===== config.mk =====
export PLATFORM = sky130hd
export DESIGN_NAME = pipelined_adder_flat
export DESIGN_NICKNAME = d
export VERILOG_FILES = /design/src/rtl/adder_pkg.sv /design/src/rtl/pipelined_adder_if.sv /design/src/rtl/pipelined_adder_slice.sv /design/src/rtl/pipelined_adder.sv /design/src/flat_wrapper.sv
export SDC_FILE = /design/constraint.sdc
export NUM_CORES = 1
export LEC_CHECK = 0
export CORE_ASPECT_RATIO = 1.1
export CORE_UTILIZATION = 52
export CTS_BUF_LIST = sky130_fd_sc_hd__clkbuf_8
export CTS_CLUSTER_SIZE = 40
export DETAILED_ROUTE_END_ITERATION = 8
export PLACE_DENSITY = 0.78
export SKIP_CTS_REPAIR_TIMING = 1
export SYNTH_ARGS = -nofsm -noshare
export SYNTH_HDL_FRONTEND = slang
export SYNTH_SLANG_ARGS = --single-unit

===== constraint.sdc =====
create_clock -name clk -period 2.1 [get_ports clk]
set_input_delay 0.42 -clock clk [delete_from_list [all_inputs] [get_ports clk]]
set_output_delay 0.42 -clock clk [all_outputs]
set_load 0.02 [all_outputs]

===== src/rtl/adder_pkg.sv =====
// Shared configuration constants and helpers for the pipelined adder.
// The optional PIPELINED_ADDER_OVERFLOW_EN macro is handled in the modules, not here.
package adder_pkg;

    localparam int unsigned DEF_WIDTH  = 32;
    localparam int unsigned DEF_STAGES = 4;

    // Bits handled by one pipeline slice.
    function automatic int unsigned chunk_w(input int unsigned width, input int unsigned stages);
        return width / stages;
    endfunction

    // Legal configuration: every slice gets the same non-empty chunk.
    function automatic bit cfg_ok(input int unsigned width, input int unsigned stages);
        return (stages >= 1) && (stages <= width) && ((width % stages) == 0);
    endfunction

endpackage


===== src/rtl/pipelined_adder_if.sv =====
// Streaming operand/result bundle for pipelined_adder.
// ovf exists only when PIPELINED_ADDER_OVERFLOW_EN is defined.
interface pipelined_adder_if #(
    parameter int unsigned WIDTH = adder_pkg::DEF_WIDTH
);

    logic             in_valid;
    logic             in_ready;
    logic [WIDTH-1:0] a;
    logic [WIDTH-1:0] b;
    logic             ci;
    logic             out_valid;
    logic             out_ready;
    logic [WIDTH-1:0] s;
    logic             co;
`ifdef PIPELINED_ADDER_OVERFLOW_EN
    logic             ovf;
`endif

    // Producer/consumer side.
    modport master (
        output in_valid, a, b, ci, out_ready,
        input  in_ready, out_valid, s, co
`ifdef PIPELINED_ADDER_OVERFLOW_EN
        , input ovf
`endif
    );

    // Adder side.
    modport slave (
        input  in_valid, a, b, ci, out_ready,
        output in_ready, out_valid, s, co
`ifdef PIPELINED_ADDER_OVERFLOW_EN
        , output ovf
`endif
    );

endinterface


===== src/rtl/pipelined_adder_slice.sv =====
// One CHUNK-bit registered adder slice with carry in/out.
// With PIPELINED_ADDER_OVERFLOW_EN, a slice built with OVF=1 also registers signed overflow.
module pipelined_adder_slice #(
    parameter int unsigned CHUNK = 8
`ifdef PIPELINED_ADDER_OVERFLOW_EN
    , parameter bit OVF = 1'b0
`endif
) (
    input  logic             clk,
    input  logic             rst_n,
    input  logic             en,
    input  logic [CHUNK-1:0] a,
    input  logic [CHUNK-1:0] b,
    input  logic             cin,
    output logic [CHUNK-1:0] sum,
    output logic             cout
`ifdef PIPELINED_ADDER_OVERFLOW_EN
    , output logic           ovf
`endif
);

    logic [CHUNK-1:0] sum_c;
    logic             cout_c;

    always_comb begin
        {cout_c, sum_c} = (CHUNK+1)'(a) + (CHUNK+1)'(b) + (CHUNK+1)'(cin);
    end

    always_ff @(posedge clk or negedge rst_n) begin
        if (!rst_n) begin
            sum  <= '0;
            cout <= 1'b0;
        end else if (en) begin
            sum  <= sum_c;
            cout <= cout_c;
        end
    end

`ifdef PIPELINED_ADDER_OVERFLOW_EN
    // Overflow = carry into MSB xor carry out of MSB; carry into MSB recovered from the MSB sum bit.
    if (OVF) begin : g_ovf
        always_ff @(posedge clk or negedge rst_n) begin
            if (!rst_n) begin
                ovf <= 1'b0;
            end else if (en) begin
                ovf <= cout_c ^ (a[CHUNK-1] ^ b[CHUNK-1] ^ sum_c[CHUNK-1]);
            end
        end
    end else begin : g_no_ovf
        assign ovf = 1'b0;
    end
`endif

endmodule


===== src/rtl/pipelined_adder.sv =====
// WIDTH-bit adder split into STAGES registered slices with valid/ready handshakes.
// Define PIPELINED_ADDER_OVERFLOW_EN to add the registered signed-overflow output ovf.
module pipelined_adder
    import adder_pkg::*;
#(
    parameter int unsigned WIDTH  = DEF_WIDTH,
    parameter int unsigned STAGES = DEF_STAGES
) (
    input logic              clk,
    input logic              rst_n,
    pipelined_adder_if.slave bus
);

    localparam int unsigned CHUNK = chunk_w(WIDTH, STAGES);

    if (!cfg_ok(WIDTH, STAGES)) begin : g_cfg_err
        $error("pipelined_adder: STAGES must divide WIDTH and lie in 1..WIDTH");
    end

    logic              advance;
    logic [STAGES-1:0] vld_q;
    logic [CHUNK-1:0]  slice_a   [STAGES];
    logic [CHUNK-1:0]  slice_b   [STAGES];
    logic [CHUNK-1:0]  slice_sum [STAGES];
    logic [STAGES-1:0] slice_cin;
    logic [STAGES-1:0] slice_cout;
    logic [WIDTH-1:0]  sum_out;
`ifdef PIPELINED_ADDER_OVERFLOW_EN
    logic [STAGES-1:0] slice_ovf;
`endif

    // Whole pipeline moves as one unit; it only stops when a result is waiting on the consumer.
    assign advance      = !vld_q[STAGES-1] || bus.out_ready;
    assign bus.in_ready = advance;

    always_ff @(posedge clk or negedge rst_n) begin
        if (!rst_n) begin
            vld_q <= '0;
        end else if (advance) begin
            vld_q[0] <= bus.in_valid;
            for (int i = 1; i < STAGES; i++) begin
                vld_q[i] <= vld_q[i-1];
            end
        end
    end

    for (genvar k = 0; k < STAGES; k++) begin : g_slice
        localparam int unsigned DESKEW = STAGES - 1 - unsigned'(k);

        if (k == 0) begin : g_direct
            assign slice_a[k]   = bus.a[CHUNK-1:0];
            assign slice_b[k]   = bus.b[CHUNK-1:0];
            assign slice_cin[k] = bus.ci;
        end else begin : g_skew
            // Chunk k waits k cycles so it meets the carry rippling up from slice k-1.
            logic [CHUNK-1:0] a_sr [k];
            logic [CHUNK-1:0] b_sr [k];

            always_ff @(posedge clk or negedge rst_n) begin
                if (!rst_n) begin
                    for (int i = 0; i < k; i++) begin
                        a_sr[i] <= '0;
                        b_sr[i] <= '0;
                    end
                end else if (advance) begin
                    a_sr[0] <= bus.a[k*CHUNK +: CHUNK];
                    b_sr[0] <= bus.b[k*CHUNK +: CHUNK];
                    for (int i = 1; i < k; i++) begin
                        a_sr[i] <= a_sr[i-1];
                        b_sr[i] <= b_sr[i-1];
                    end
                end
            end

            assign slice_a[k]   = a_sr[k-1];
            assign slice_b[k]   = b_sr[k-1];
            assign slice_cin[k] = slice_cout[k-1];
        end

        pipelined_adder_slice #(
            .CHUNK (CHUNK)
`ifdef PIPELINED_ADDER_OVERFLOW_EN
            , .OVF (k == STAGES - 1)
`endif
        ) u_slice (
            .clk   (clk),
            .rst_n (rst_n),
            .en    (advance),
            .a     (slice_a[k]),
            .b     (slice_b[k]),
            .cin   (slice_cin[k]),
            .sum   (slice_sum[k]),
            .cout  (slice_cout[k])
`ifdef PIPELINED_ADDER_OVERFLOW_EN
            , .ovf (slice_ovf[k])
`endif
        );

        if (DESKEW == 0) begin : g_no_deskew
            assign sum_out[k*CHUNK +: CHUNK] = slice_sum[k];
        end else begin : g_deskew
            // Early chunks wait for the later slices so the whole sum leaves together.
            logic [CHUNK-1:0] s_sr [DESKEW];

            always_ff @(posedge clk or negedge rst_n) begin
                if (!rst_n) begin
                    for (int i = 0; i < int'(DESKEW); i++) begin
                        s_sr[i] <= '0;
                    end
                end else if (advance) begin
                    s_sr[0] <= slice_sum[k];
                    for (int i = 1; i < int'(DESKEW); i++) begin
                        s_sr[i] <= s_sr[i-1];
                    end
                end
            end

            assign sum_out[k*CHUNK +: CHUNK] = s_sr[DESKEW-1];
        end
    end

    assign bus.out_valid = vld_q[STAGES-1];
    assign bus.s         = sum_out;
    assign bus.co        = slice_cout[STAGES-1];
`ifdef PIPELINED_ADDER_OVERFLOW_EN
    // Only the final slice computes overflow; the others tie their flag low.
    assign bus.ovf       = |slice_ovf;
`endif

endmodule


===== src/flat_wrapper.sv =====
// flat-port wrapper written by rule: the top's interface ports become plain ports
module pipelined_adder_flat import adder_pkg::*;
#(
    parameter int unsigned WIDTH  = DEF_WIDTH,
    parameter int unsigned STAGES = DEF_STAGES
)
  (clk, rst_n, bus_in_valid, bus_a, bus_b, bus_ci, bus_out_ready, bus_in_ready, bus_out_valid, bus_s, bus_co);
  pipelined_adder_if #(.WIDTH(WIDTH)) bus_i ();
  input logic clk;
  input logic rst_n;
  input wire logic [$bits(bus_i.in_valid)-1:0] bus_in_valid;
  input wire logic [$bits(bus_i.a)-1:0] bus_a;
  input wire logic [$bits(bus_i.b)-1:0] bus_b;
  input wire logic [$bits(bus_i.ci)-1:0] bus_ci;
  input wire logic [$bits(bus_i.out_ready)-1:0] bus_out_ready;
  output wire logic [$bits(bus_i.in_ready)-1:0] bus_in_ready;
  output wire logic [$bits(bus_i.out_valid)-1:0] bus_out_valid;
  output wire logic [$bits(bus_i.s)-1:0] bus_s;
  output wire logic [$bits(bus_i.co)-1:0] bus_co;
  assign bus_i.in_valid = bus_in_valid;
  assign bus_i.a = bus_a;
  assign bus_i.b = bus_b;
  assign bus_i.ci = bus_ci;
  assign bus_i.out_ready = bus_out_ready;
  assign bus_in_ready = bus_i.in_ready;
  assign bus_out_valid = bus_i.out_valid;
  assign bus_s = bus_i.s;
  assign bus_co = bus_i.co;
  pipelined_adder #(.WIDTH(WIDTH), .STAGES(STAGES)) u_core (.clk(clk), .rst_n(rst_n), .bus(bus_i));
endmodule

==> impl_metrics.tcl <==
set metrics [dict create \
    status "finished with violations" \
    violations "negative setup slack" \
    place.gp.congestion 0.808 \
    clockRootBuffer "clkbuf_8" \
    worstSetupPathType "reg2reg" \
    via_per_inst 5.05 \
    finClkSkew_ps 12.2 \
    hold_path.class "in2reg" \
    finalMaxSlewViolations 0 \
    setup_viol 6 \
    cap_violations 0 \
    cts_max_path_buffers 2 \
    wl_met2_um 8280 \
    ios 104 \
    ir_drop_mv 0.805 \
    yosys.area.top_type "dfrtp_1" \
    synth.most_common_cell "nand2_1" \
    grt_usage_pct 21.9 \
    synthesis.nets 1031 \
    synth_ff_type "dfrtp_1" \
    cts_buffers 17 \
    placement.io_buffers 103 \
    clock_latency_ps 470 \
    die_x_um 123 \
    route.detailed.wl_per_inst_um 13.2 \
    drt_pass1_iterations 4 \
    critPathMaxFanout 2 \
    required_ps 2460 \
    period_needed_ps 2210 \
    endpoint_kind "flop" \
    wl_met3_um 644 \
    drive_gt1_share_pct 9.92 \
    power_mw 14.9 \
    rsz0062_at_grt "true" \
    dpl.hpwl_um 11600 \
    drcViolationCount 0 \
    synth_area_leaders "dfrtp_1, nand2_1, ha_1" \
    power_per_cell_area_nw_per_um2 1450 \
    wirelength_um 16700 \
    cp_slowest_cell "fa_2" \
    antenna_found_initial 0 \
    ys_seq_area_share_pct 54.9 \
    postRouteAntennaNets 0 \
    grt_max_degree 58 \
    tightestPinTransition_ps 436 \
    synth_top_area_share_pct 54.9 \
    whs_ps 376 \
    die_h_um 135 \
    cts_tree "built" \
    cts_sinks 184 \
    m1WireLength_um 7500 \
    grt_overflow 0 \
    avgSynthCellArea_um2 9.06 \
    htreeDepth 4 \
    synthesis.instances 926 \
    final_nets 1150 \
    clock.fmax_mhz 452 \
    hold_viol_final 0 \
    drt_iter0_markers 355 \
    synth_common_cells "nand2_1, dfrtp_1, buf_2, ha_1, o21ai_0" \
    vias 6360 \
    yosysUniqueCellTypes 33 \
    period_share_pct 105 \
    syn-cell-area_um2 8390 \
    grt_pass1_vias 6193 \
    ys_ff_latch 184 \
    fin_ws_ps -111 \
    cp_cell_sequence "fa_2, fa_2, a211oi_2, nor2_1, o31a_1, o31a_1" \
    grt_pass1_wl_um 28500 \
    path_clk_slew_ps 90 \
    arrival_ps 2570 \
    core-area_um2 15700 \
    syn_to_final_growth_pct 22.9 \
    p_leak_nw 5.21 \
    slew_headroom_pct 70.8 \
    initial_core_util_pct 53.3 \
    yosys_warnings 0 \
    rows 48 \
    critPathLaunchType "flop" \
    die_area_um2 16600 \
    cp_slowest_stage_delay_ps 420 \
    place_ws_ps -564 \
    top_layer_used "met4" \
    ys_async_sr_fraction_pct 100 \
    synth-edff-count 0 \
]
registers in the layout, indices dropped and copies added (netlist names):
register and flops:
u_core.g_slice.g_skew.b_sr 48, u_core.g_slice.g_deskew.s_sr 32, u_core.g_slice.u_slice.cout 4, u_core.bus.s 16, u_core.vld_q 4, u_core.g_slice.g_skew.a_sr 48, u_core.g_slice.u_slice.sum 32
path summary, 6_finish.rpt:
kind	from	endpoint	slack, ps	cells past startpoint
min reg2reg	u_core.bus.s[5]	u_core.bus.s[5]	470	2
min	bus_ci	u_core.g_slice[0].u_slice.sum[0]	380	4
max reg2reg	u_core.g_slice[2].g_skew.a_sr[0]	u_core.g_slice[2].u_slice.cout	-110	6
min in group asynchronous	rst_n	u_core.g_slice[0].g_deskew.s_sr[9]	400	2
max in group asynchronous	rst_n	u_core.g_slice[2].u_slice.sum[3]	1110	3
max	u_core.g_slice[2].g_skew.a_sr[0]	u_core.g_slice[2].u_slice.cout	-110	6
final cells by class:
type	instances	area, um2
inverter	5	23.8
antenna	1	2.50
sequential	184	4600
clock buffer	20	275
tap	200	250
fill	1278	5420
timing repair buffer	158	1540
multi-input combinational	679	3470
clock inverter	12	140
cells in the final DEF (no fill, tap or decap), drive strengths merged, types with 9 or more instances in the layout:
master,count
ha,28
dfrtp,184
o21ai,24
nor3,11
clkbuf,21
buf,55
clkdlybuf4s50,98
nand2b,9
inv,9
a211oi,21
nand2,485
logic make-up (layout without fill, tap and decap cells):
kind of cell	after synthesis	after routing	share of synthesized area, %
mux	4	4	0.477
fa+ha+maj	36	36	6.09
compound gates	92	92	8.10
simple gates	543	543	25.9
other cells	0	1	0
buf+inv	63	195	4.15
flops	184	184	54.9
xor+xnor	4	4	0.418
per-stage QoR:
step,setup TNS (ps),utilization [%],cells,area [um2]
3_3_place_gp,-2090,62.4,1219,9820
3_5_place_dp,-2540,62.4,1219,9820
2_1_floorplan,-45.4,-,926,8410
5_1_grt,-905,65.5,1258,10300
4_1_cts,-573,65.0,1251,10200
6_report,-321,65.5,1259,10300
worst max-delay path: cells and delay by family (launching register included):
family / cells / cell delay (ps)
AO/OA/AOI/OAI: 3 / 780
adder cells (fa/ha/maj): 2 / 810
flip-flops: 1 / 410
AND/OR/NAND/NOR: 1 / 90
where the power goes:
| part | total (mW) | switching (mW) | internal [mW] | leakage [nW] |
|---|---|---|---|---|
| combinational | 6.52 | 3.49 | 3.02 | 2.78 |
| clock | 2.45 | 1.29 | 1.17 | 0.201 |
| sequential | 5.97 | 0.899 | 5.08 | 2.22 |
| total | 14.9 | 5.68 | 9.26 | 5.21 |
metal layers:
layer  global-route usage (%)  vias to the layer above
met4                     7.03                        0
met3                     5.47                       21
met1                     28.4                     2998
met2                     36.1                      111
li1                         -                     3230
met5                        0                        -
Note: power is estimated with default switching activity, not from simulation.
